==> src/rtl/eca_pkg.sv <==
// Shared types and constants for the elementary cellular-automaton engine.
package eca_pkg;

  typedef enum logic [1:0] {
    BND_ZERO = 2'd0,
    BND_ONE  = 2'd1,
    BND_WRAP = 2'd2,
    BND_RSVD = 2'd3
  } bnd_mode_e;

  typedef enum logic {
    S_IDLE = 1'b0,
    S_RUN  = 1'b1
  } state_e;

  localparam logic [7:0] RULE_30  = 8'd30;
  localparam logic [7:0] RULE_90  = 8'd90;
  localparam logic [7:0] RULE_110 = 8'd110;

endpackage

==> src/rtl/eca_cell.sv <==
// One automaton cell: the {L, C, R} neighbourhood selects a bit of the rule number.
module eca_cell (
  input  logic [2:0] nbr,
  input  logic [7:0] rule,
  output logic       nxt
);

  assign nxt = rule[nbr];

endmodule

==> src/rtl/eca_engine.sv <==
// Elementary cellular-automaton engine: runtime rule and boundary mode,
// runs a requested number of generations with start/busy/done handshake.
module eca_engine
  import eca_pkg::*;
#(
  parameter int WIDTH = 512,
  parameter int CNT_W = 16,
  parameter int GEN_W = 32
) (
  input  logic             clk,
  input  logic             rst_n,
  input  logic             load,
  input  logic [WIDTH-1:0] data,
  input  logic [7:0]       rule,
  input  logic [1:0]       bnd_mode,
  input  logic             start,
  input  logic [CNT_W-1:0] steps,
  output logic             busy,
  output logic             done,
  output logic [WIDTH-1:0] q,
  output logic [GEN_W-1:0] gen
);

  state_e           state, state_nxt;
  logic [7:0]       rule_r;
  bnd_mode_e        mode_r;
  logic [CNT_W-1:0] rem;
  logic             edge_lo, edge_hi;
  logic [WIDTH+1:0] ext;
  logic [WIDTH-1:0] q_nxt;

  // edge_lo stands in for q[-1], edge_hi for q[WIDTH]; reserved mode behaves as zero.
  always_comb begin
    unique case (mode_r)
      BND_ONE:  begin edge_lo = 1'b1;         edge_hi = 1'b1; end
      BND_WRAP: begin edge_lo = q[WIDTH-1];   edge_hi = q[0]; end
      default:  begin edge_lo = 1'b0;         edge_hi = 1'b0; end
    endcase
  end

  assign ext = {edge_hi, q, edge_lo};

  for (genvar i = 0; i < WIDTH; i++) begin : g_cell
    eca_cell u_cell (
      .nbr  (ext[i+2:i]),
      .rule (rule_r),
      .nxt  (q_nxt[i])
    );
  end

  // NOTE: sequential state uses non-blocking assignments so every register
  // samples the pre-edge values, independent of block ordering.
  always_ff @(posedge clk or negedge rst_n) begin
    if (!rst_n) state <= S_IDLE;
    else        state <= state_nxt;
  end

  // NOTE: state_nxt gets a default first so no path leaves it unassigned,
  // which would otherwise infer a latch.
  always_comb begin
    state_nxt = state;
    unique case (state)
      S_IDLE: if (!load && start && steps != '0) state_nxt = S_RUN;
      S_RUN:  if (load || rem == CNT_W'(1))      state_nxt = S_IDLE;
      default: state_nxt = S_IDLE;
    endcase
  end

  always_comb begin
    busy = (state == S_RUN);
  end

  // Load always wins; start is only honoured from IDLE, so it is never queued.
  always_ff @(posedge clk or negedge rst_n) begin
    if (!rst_n) begin
      q      <= '0;
      gen    <= '0;
      rule_r <= '0;
      mode_r <= BND_ZERO;
      rem    <= '0;
      done   <= 1'b0;
    end else begin
      done <= 1'b0;
      if (load) begin
        q   <= data;
        gen <= '0;
      end else if (state == S_IDLE) begin
        if (start) begin
          rule_r <= rule;
          mode_r <= bnd_mode_e'(bnd_mode);
          rem    <= steps;
          if (steps == '0) done <= 1'b1;
        end
      end else begin
        q   <= q_nxt;
        gen <= gen + GEN_W'(1);
        rem <= rem - CNT_W'(1);
        if (rem == CNT_W'(1)) done <= 1'b1;
      end
    end
  end

endmodule

==> config.mk <==
export PLATFORM = sky130hd
export DESIGN_NAME = eca_engine
export DESIGN_NICKNAME = d
export VERILOG_FILES = /design/src/rtl/eca_pkg.sv /design/src/rtl/eca_cell.sv /design/src/rtl/eca_engine.sv
export SDC_FILE = /design/constraint.sdc
export NUM_CORES = 2
export LEC_CHECK = 0
export BUFFER_PORTS_ARGS = -buffer_cell sky130_fd_sc_hd__buf_2
export CORE_AREA = 4 4 417 419
export CTS_BUF_LIST = sky130_fd_sc_hd__clkbuf_8
export DETAILED_ROUTE_END_ITERATION = 10
export DIE_AREA = 0 0 421 423
export GPL_TIMING_DRIVEN = 1
export MAX_ROUTING_LAYER = met4
export PLACE_DENSITY_LB_ADDON = 0.08
export SLEW_MARGIN = 0
export SYNTH_ARGS = -nofsm -noshare
export SYNTH_HDL_FRONTEND = slang
export SYNTH_SLANG_ARGS = --single-unit
export TNS_END_PERCENT = 50
==> constraint.sdc <==
create_clock -name clk -period 2.55 [get_ports clk]
set_input_delay 0.51 -clock clk [delete_from_list [all_inputs] [get_ports clk]]
set_output_delay 0.51 -clock clk [all_outputs]
set_load 0.02 [all_outputs]
# Word-level counts from Yosys, hierarchy flattened
# Index checks and enable logic that the tools add are counted.
[op_classes]
add_sub_neg = 2
magnitude_cmp = 512
n_eq_ne = 3
muxes = 1040
bitwise_logic = 2
n_reduce_logical = 10
[ops]
columns = ["operator", "count"]
rows = [
  ["less-than comparator 3 x 4 -> 1 bit, second input constant", 512],
  ["binary-select mux 1 bit (select 3 bit)", 512],
  ["2-to-1 mux 512 bit", 2],
  ["2-to-1 mux 1 bit", 519],
  ["2-to-1 mux 32 bit", 2],
  ["adder 32 x 1 -> 32 bit, second input constant", 1],
  ["2-to-1 mux 16 bit", 2],
  ["== test 16 x 1 -> 1 bit, second input constant", 1],
  ["logical NOT 16 bit", 1],
  ["nonzero test 16 bit", 1],
  ["subtractor 16 x 1 -> 16 bit, second input constant", 1],
  ["one-hot mux 1 bit (2 select lines)", 3],
  ["nonzero test 2 bit", 2],
  ["AND reduction 3 bit", 1],
  ["== test 2 x 1 -> 1 bit, second input constant", 1],
  ["== test 2 bit, second input constant", 1],
  ["logical AND 1 bit", 2],
  ["inverter 1 bit", 2],
  ["AND reduction 2 bit", 1],
  ["logical NOT 1 bit", 1],
  ["logical OR 1 bit", 1],
]
[word_totals]
reg_bits = 572
wordCells = 1576

# Longest topological paths before layout
[logic_depth]
word_depth = 6
mapped_depth = 7
mapped_depth_nobuf = 6

# Modules after synthesis
# A second synthesis with hierarchy kept.
[unflattened]
cells_unflattened = 4104
hier_area_um2 = 58992.8
[by_module_without_submodules]
columns = ["mod", "n_inst", "cells_per_inst", "area_each_um2"]
rows = [
  ["eca_cell", 512, 3, 63.8],
  ["eca_engine", 1, 2568, 26321.5],
]

# Worst setup path before layout
# Ideal clock, no wire load.
[synth_path]
path_kind = "reg2reg"
start = "register state, in the netlist busy"
end = "register gen[29]"
setup_time_ns = 0.125
arrival_time_ns = 1.751
required_ns = 2.425
setup_slack_ns = 0.674
path_stages_with_launch = 7
path_cell_list = "dfrtp_1 -> buf_2 -> o2111a_2 -> nand3_2 -> buf_2 -> nor4_1 -> mux2_2"
[synth_via]
elab_chain_cells = 1
[synth_rtl]
columns = ["element", "line", "rtl"]
rows = [
  ["start: declaration", "eca_engine.sv:24", "state_e state, state_nxt;"],
  ["start signal: assignment", "eca_engine.sv:55", "else state <= state_nxt;"],
  ["nonzero test 2 bit (no line)", "n/a", ""],
  ["end signal: assignment", "eca_engine.sv:96", "gen <= gen + GEN_W'(1);"],
  ["end: declaration", "eca_engine.sv:21", "output logic [GEN_W-1:0] gen"],
]
# Every way passes these cells.
# A chain may end at the register's enable or synchronous reset.

# Worst setup path in the final report
[layout_path]
start = "register q[0]"
end = "output q[0]"
[layout_lines]
columns = ["element", "line", "rtl"]
rows = [
  ["start: declaration", "eca_engine.sv:20", "output logic [WIDTH-1:0] q,"],
  ["start signal: assignment", "eca_engine.sv:85", "q <= data;"],
  ["start signal: assignment", "eca_engine.sv:95", "q <= q_nxt;"],
]
# No word-level cell between the ends.

==> metrics.md <==
| Metric | Value |
|---|---|
| Clock Sinks | `572` |
| Maximum VDD drop | `0.4701 mV` |
| Pwr dens | `661.8 nW/µm²` |
| R2r endpoint | `q[471]` |
| I/O Buffers | `1087` |
| DR WL/cell | `29.18 µm` |
| Antenna violations before repair | `24` |
| #FFs+latches synth | `572` |
| Worst-Margin Slew | `1.128 ns` |
| CP max FO | `7` |
| CP arrival | `1.87 ns` |
| DR iter-0 viols | `4989` |
| Worst hold path cell count | `4` |
| Pin count of the biggest net entering global routing | `~160` |
| Cts bufs inserted | `135` |
| Max_slew headroom | `~25%` |
| Cell Int Power | `0.02648 W` |
| Switching power | `roughly 0.019 W` |
| Status | `finished clean` |
| Setup crit start kind | `register` |
| Core area | `170600 µm²` |
| Leakage Power | `27.08 nW` |
| Setup CP Type | `register to primary output` |
| Critical-path cell list | `buf_2` |
| Post-synthesis simple-gate area fraction | `between 8 and 9%` |
| Final Max Tran Viols | `0` |
| Vias in the first global route | `52130` |
| Post-synth cell types | `56` |
| Postcts setup bufs | `0` |
| Setup TNS | `0 ns` |
| Initial Util | `32.41%` |
| Cell Area, Synth | `55290 µm²` |
| Crit. End Element | `primary output` |
| CTS tree | `done` |
| Max-cap viol count | `0` |
| Drt pass-1 iters | `6` |
| Layout Area Growth over Synthesis | `24.65%` |
| Sequential Power Share | `30.1%` |
| Worst Hold Launch | `steps[11]` |
| Clock-pin slew on the worst setup and hold paths | `0.06 ns` |
| Avg Inst Size Synth | `around 9.8 µm²` |
| CTS root buf | `clkbuf_8` |
| DIE WIDTH | `approximately 420 µm` |
| Grt ovf | `0` |
| Hold WS | `~0.16 ns` |
| Global-route wire length before repair | `~380000 µm` |
| Hpwl dp | `approximately 160000 µm` |
| R2r setup slk | `0.26 ns` |
| Synth Instances | `5644` |
| Fraction of registers with async set/reset | `100.0%` |
| Reg2Reg Launch Point | `rule_r[4]` |
| R2R depth | `4` |
| Min Tclk post-route | `2.375 ns` |
| Post-route setup slack | `roughly 0.17 ns` |
| Worst min-delay path class | `input pin to register` |
| Hold EP | `rem[11]` |
| Io pins | `approximately 1100` |
| Mapped Nets | `between 6000 and 7000` |
| Mux cell area share after synthesis | `41.93%` |
| Synth warn | `0` |
| Skew-Pair Late Insertion Delay | `between 0.9 and 1 ns` |
| Overall Global Routing Usage | `28.37%` |
| EDFF count, synth | `0` |
| Sequential cell area fraction in the yosys report | `25.89%` |
| GP Congestion | `between 0.8 and 0.9` |
| Period utilization | `93.16%` |
| Overall routed net length | `253700 µm` |
| Post-DRT Antenna Nets | `0` |
| Max incr delay on CP | `0.66 ns` |
| Clock Power Share | `a little under a quarter` |
| Critical-path top delay cell | `dfrtp_1` |
| Required @ worst endpoint | `2.04 ns` |
| H-tree Lvls | `4` |
| Core Util, Final | `approximately 40%` |
| Gate power share | `between 40% and 50%` |
| Setup violators final | `0` |
| Max Root-Sink Buffers | `3` |
| Clk_skew | `around 0.057 ns` |
| Unrepaired setup endpoints after global routing | `no` |
| Synth Area in Adders | `0.1131%` |
| Row Count | `between 150 and 200` |
| Largest family of logic cells by synthesized area | `multiplexers` |
| Nets@finish | `just under 7000` |
| DP Worst Slack | `approximately 0.31 ns` |
| Die area | `roughly 180000 µm²` |
| # DRC | `0` |
| Final Hold Fails | `0` |
| Post-synthesis xor/xnor area fraction | `0.1742%` |
| Via count | `53100` |
| Net Sw Frac | `a little over two fifths` |
| Synth Area in Compound Gates | `14.60%` |
| Delay-heaviest family, CP | `flip-flops` |
| Share of layout cells above drive strength 1 | `38.10%` |
| WP buf/inv | `1` |
| Post-synth top flop | `dfrtp_1` |
| Total chip power | `0.04562 W` |
| DIE HEIGHT | `approximately 420 µm` |
| Max Freq | `421.0 MHz` |
| Vias/cell | `6.107` |
-- cell usage after synthesis, drive strengths merged, types with 3 or more instances --
cell	count	share of area, %
or4	9	0.12
clkbuf	991	6.7
nor3b	3	0.041
o21ai	909	8.2
nor4	13	0.16
and4	5	0.084
nand3	15	0.17
mux4	1024	42
mux2	9	0.18
and2	4	0.045
dfrtp	572	26
inv	11	0.075
nor2	94	0.64
ha	5	0.11
nor2b	12	0.14
xnor2	4	0.063
nor3	7	0.063
o311ai	4	0.063
buf	220	1.6
xor2	7	0.11
nand2	1062	7.2
nand4	10	0.11
o22a	3	0.048
a32oi	4	0.063
and3	5	0.057
o22ai	3	0.034
o31ai	74	1.0
a21oi	536	4.9
o21bai	3	0.041
-- flip-flops by register name (all words and copies together) (netlist names) --
signal	cells
gen	32
busy	1
q	512
rule_r	8
mode_r	2
done	1
rem	16
-- layout by cell type, fill, tap and decap left out, drive strengths merged, types with 3 or more instances in the layout --
cell	instances
dfrtp	572
and3	5
o21bai	3
ha	5
mux2	9
xnor2	4
nor2	94
nand2	1062
o21ai	909
or4	9
a32oi	4
o22ai	3
dlygate4sd3	538
o311ai	4
nand3	15
nor3	7
clkinvlp	5
nor2b	12
and4	5
diode	22
inv	81
a21oi	536
mux4	1024
clkbuf	153
nor3b	3
o22a	3
nor4	13
nand4	10
xor2	7
o31ai	74
buf	1239
and2	4
-- power by group through the flow --
stage	logic [W]	clock network (W)	registers, W
4_1_cts	0.0212	0.0110	0.0138
6_report	0.0212	0.0106	0.0137
3_5_place_dp	0.0204	0	0.0139
3_3_place_gp	0.0204	0	0.0139
5_1_grt	0.0224	0.0113	0.0142
2_1_floorplan	0.0155	0	0.0123
-- how the worst max path moves through the flow --
| stage | start | slack (ns) | depth (start not counted) | end |
|---|---|---|---|---|
| finish | q[0] | 0.17 | 1 | q[0] |
| global route | q[0] | 0.08 | 1 | q[0] |
| floorplan | busy | 0.67 | 6 | gen[29] |
| CTS | q[164] | 0.04 | 1 | q[164] |
| detailed placement | rule_r[1] | 0.31 | 4 | q[411] |
| global placement | rule_r[1] | 0.33 | 4 | q[397] |
-- logic make-up (layout without fill, tap and decap cells) --
kind of cell / after synthesis / in the layout
flops: 572 / 572
xor+xnor: 11 / 11
simple gates: 1246 / 1246
buf+inv: 1222 / 2017
mux: 1035 / 1035
other cells: 0 / 22
compound gates: 1553 / 1553
fa+ha+maj: 5 / 5
-- timing repair --
item	CTS	global route
hold buffers	538	0
hold endpoints to repair	814	0
resized for setup	2	0
setup endpoints to repair	2	0
-- layer usage --
metal / vias up / part of all wire (%) / global-route usage (%)
li1: 22230 / - / -
met1: 27730 / 40 / 37.15
met2: 2603 / 47 / 42.44
met3: 536 / 6.6 / 4.796
met4: 0 / 6.4 / 14.82
met5: - / 0 / -
-- stage by stage --
stage          cells  cell area [µm²]
2_1_floorplan   5644            55290
3_3_place_gp    7905            61050
3_5_place_dp    7905            61050
4_1_cts         8672            68870
5_1_grt         8690            68910
6_report        8694            68920
-- final cells by class --
| type | instances | area [µm²] |
|---|---|---|
| Inverter | 11 | 48.80 |
| Antenna cell | 22 | 55.05 |
| Fill cell | 16630 | 101700 |
| Multi-Input combinational cell | 3850 | 36360 |
| Clock inverter | 76 | 325.3 |
| Timing Repair Buffer | 1777 | 12890 |
| Tap cell | 2233 | 2794 |
| Clock buffer | 153 | 2106 |
| Sequential cell | 572 | 14350 |
-- tightest hold or removal path, stage by stage --
cell,delay [ns]
buf_2,0.12
and3_1,0.18
a31oi_1,0.05
o21ai_0,0.14
Note: power is estimated with default switching activity, not from simulation.
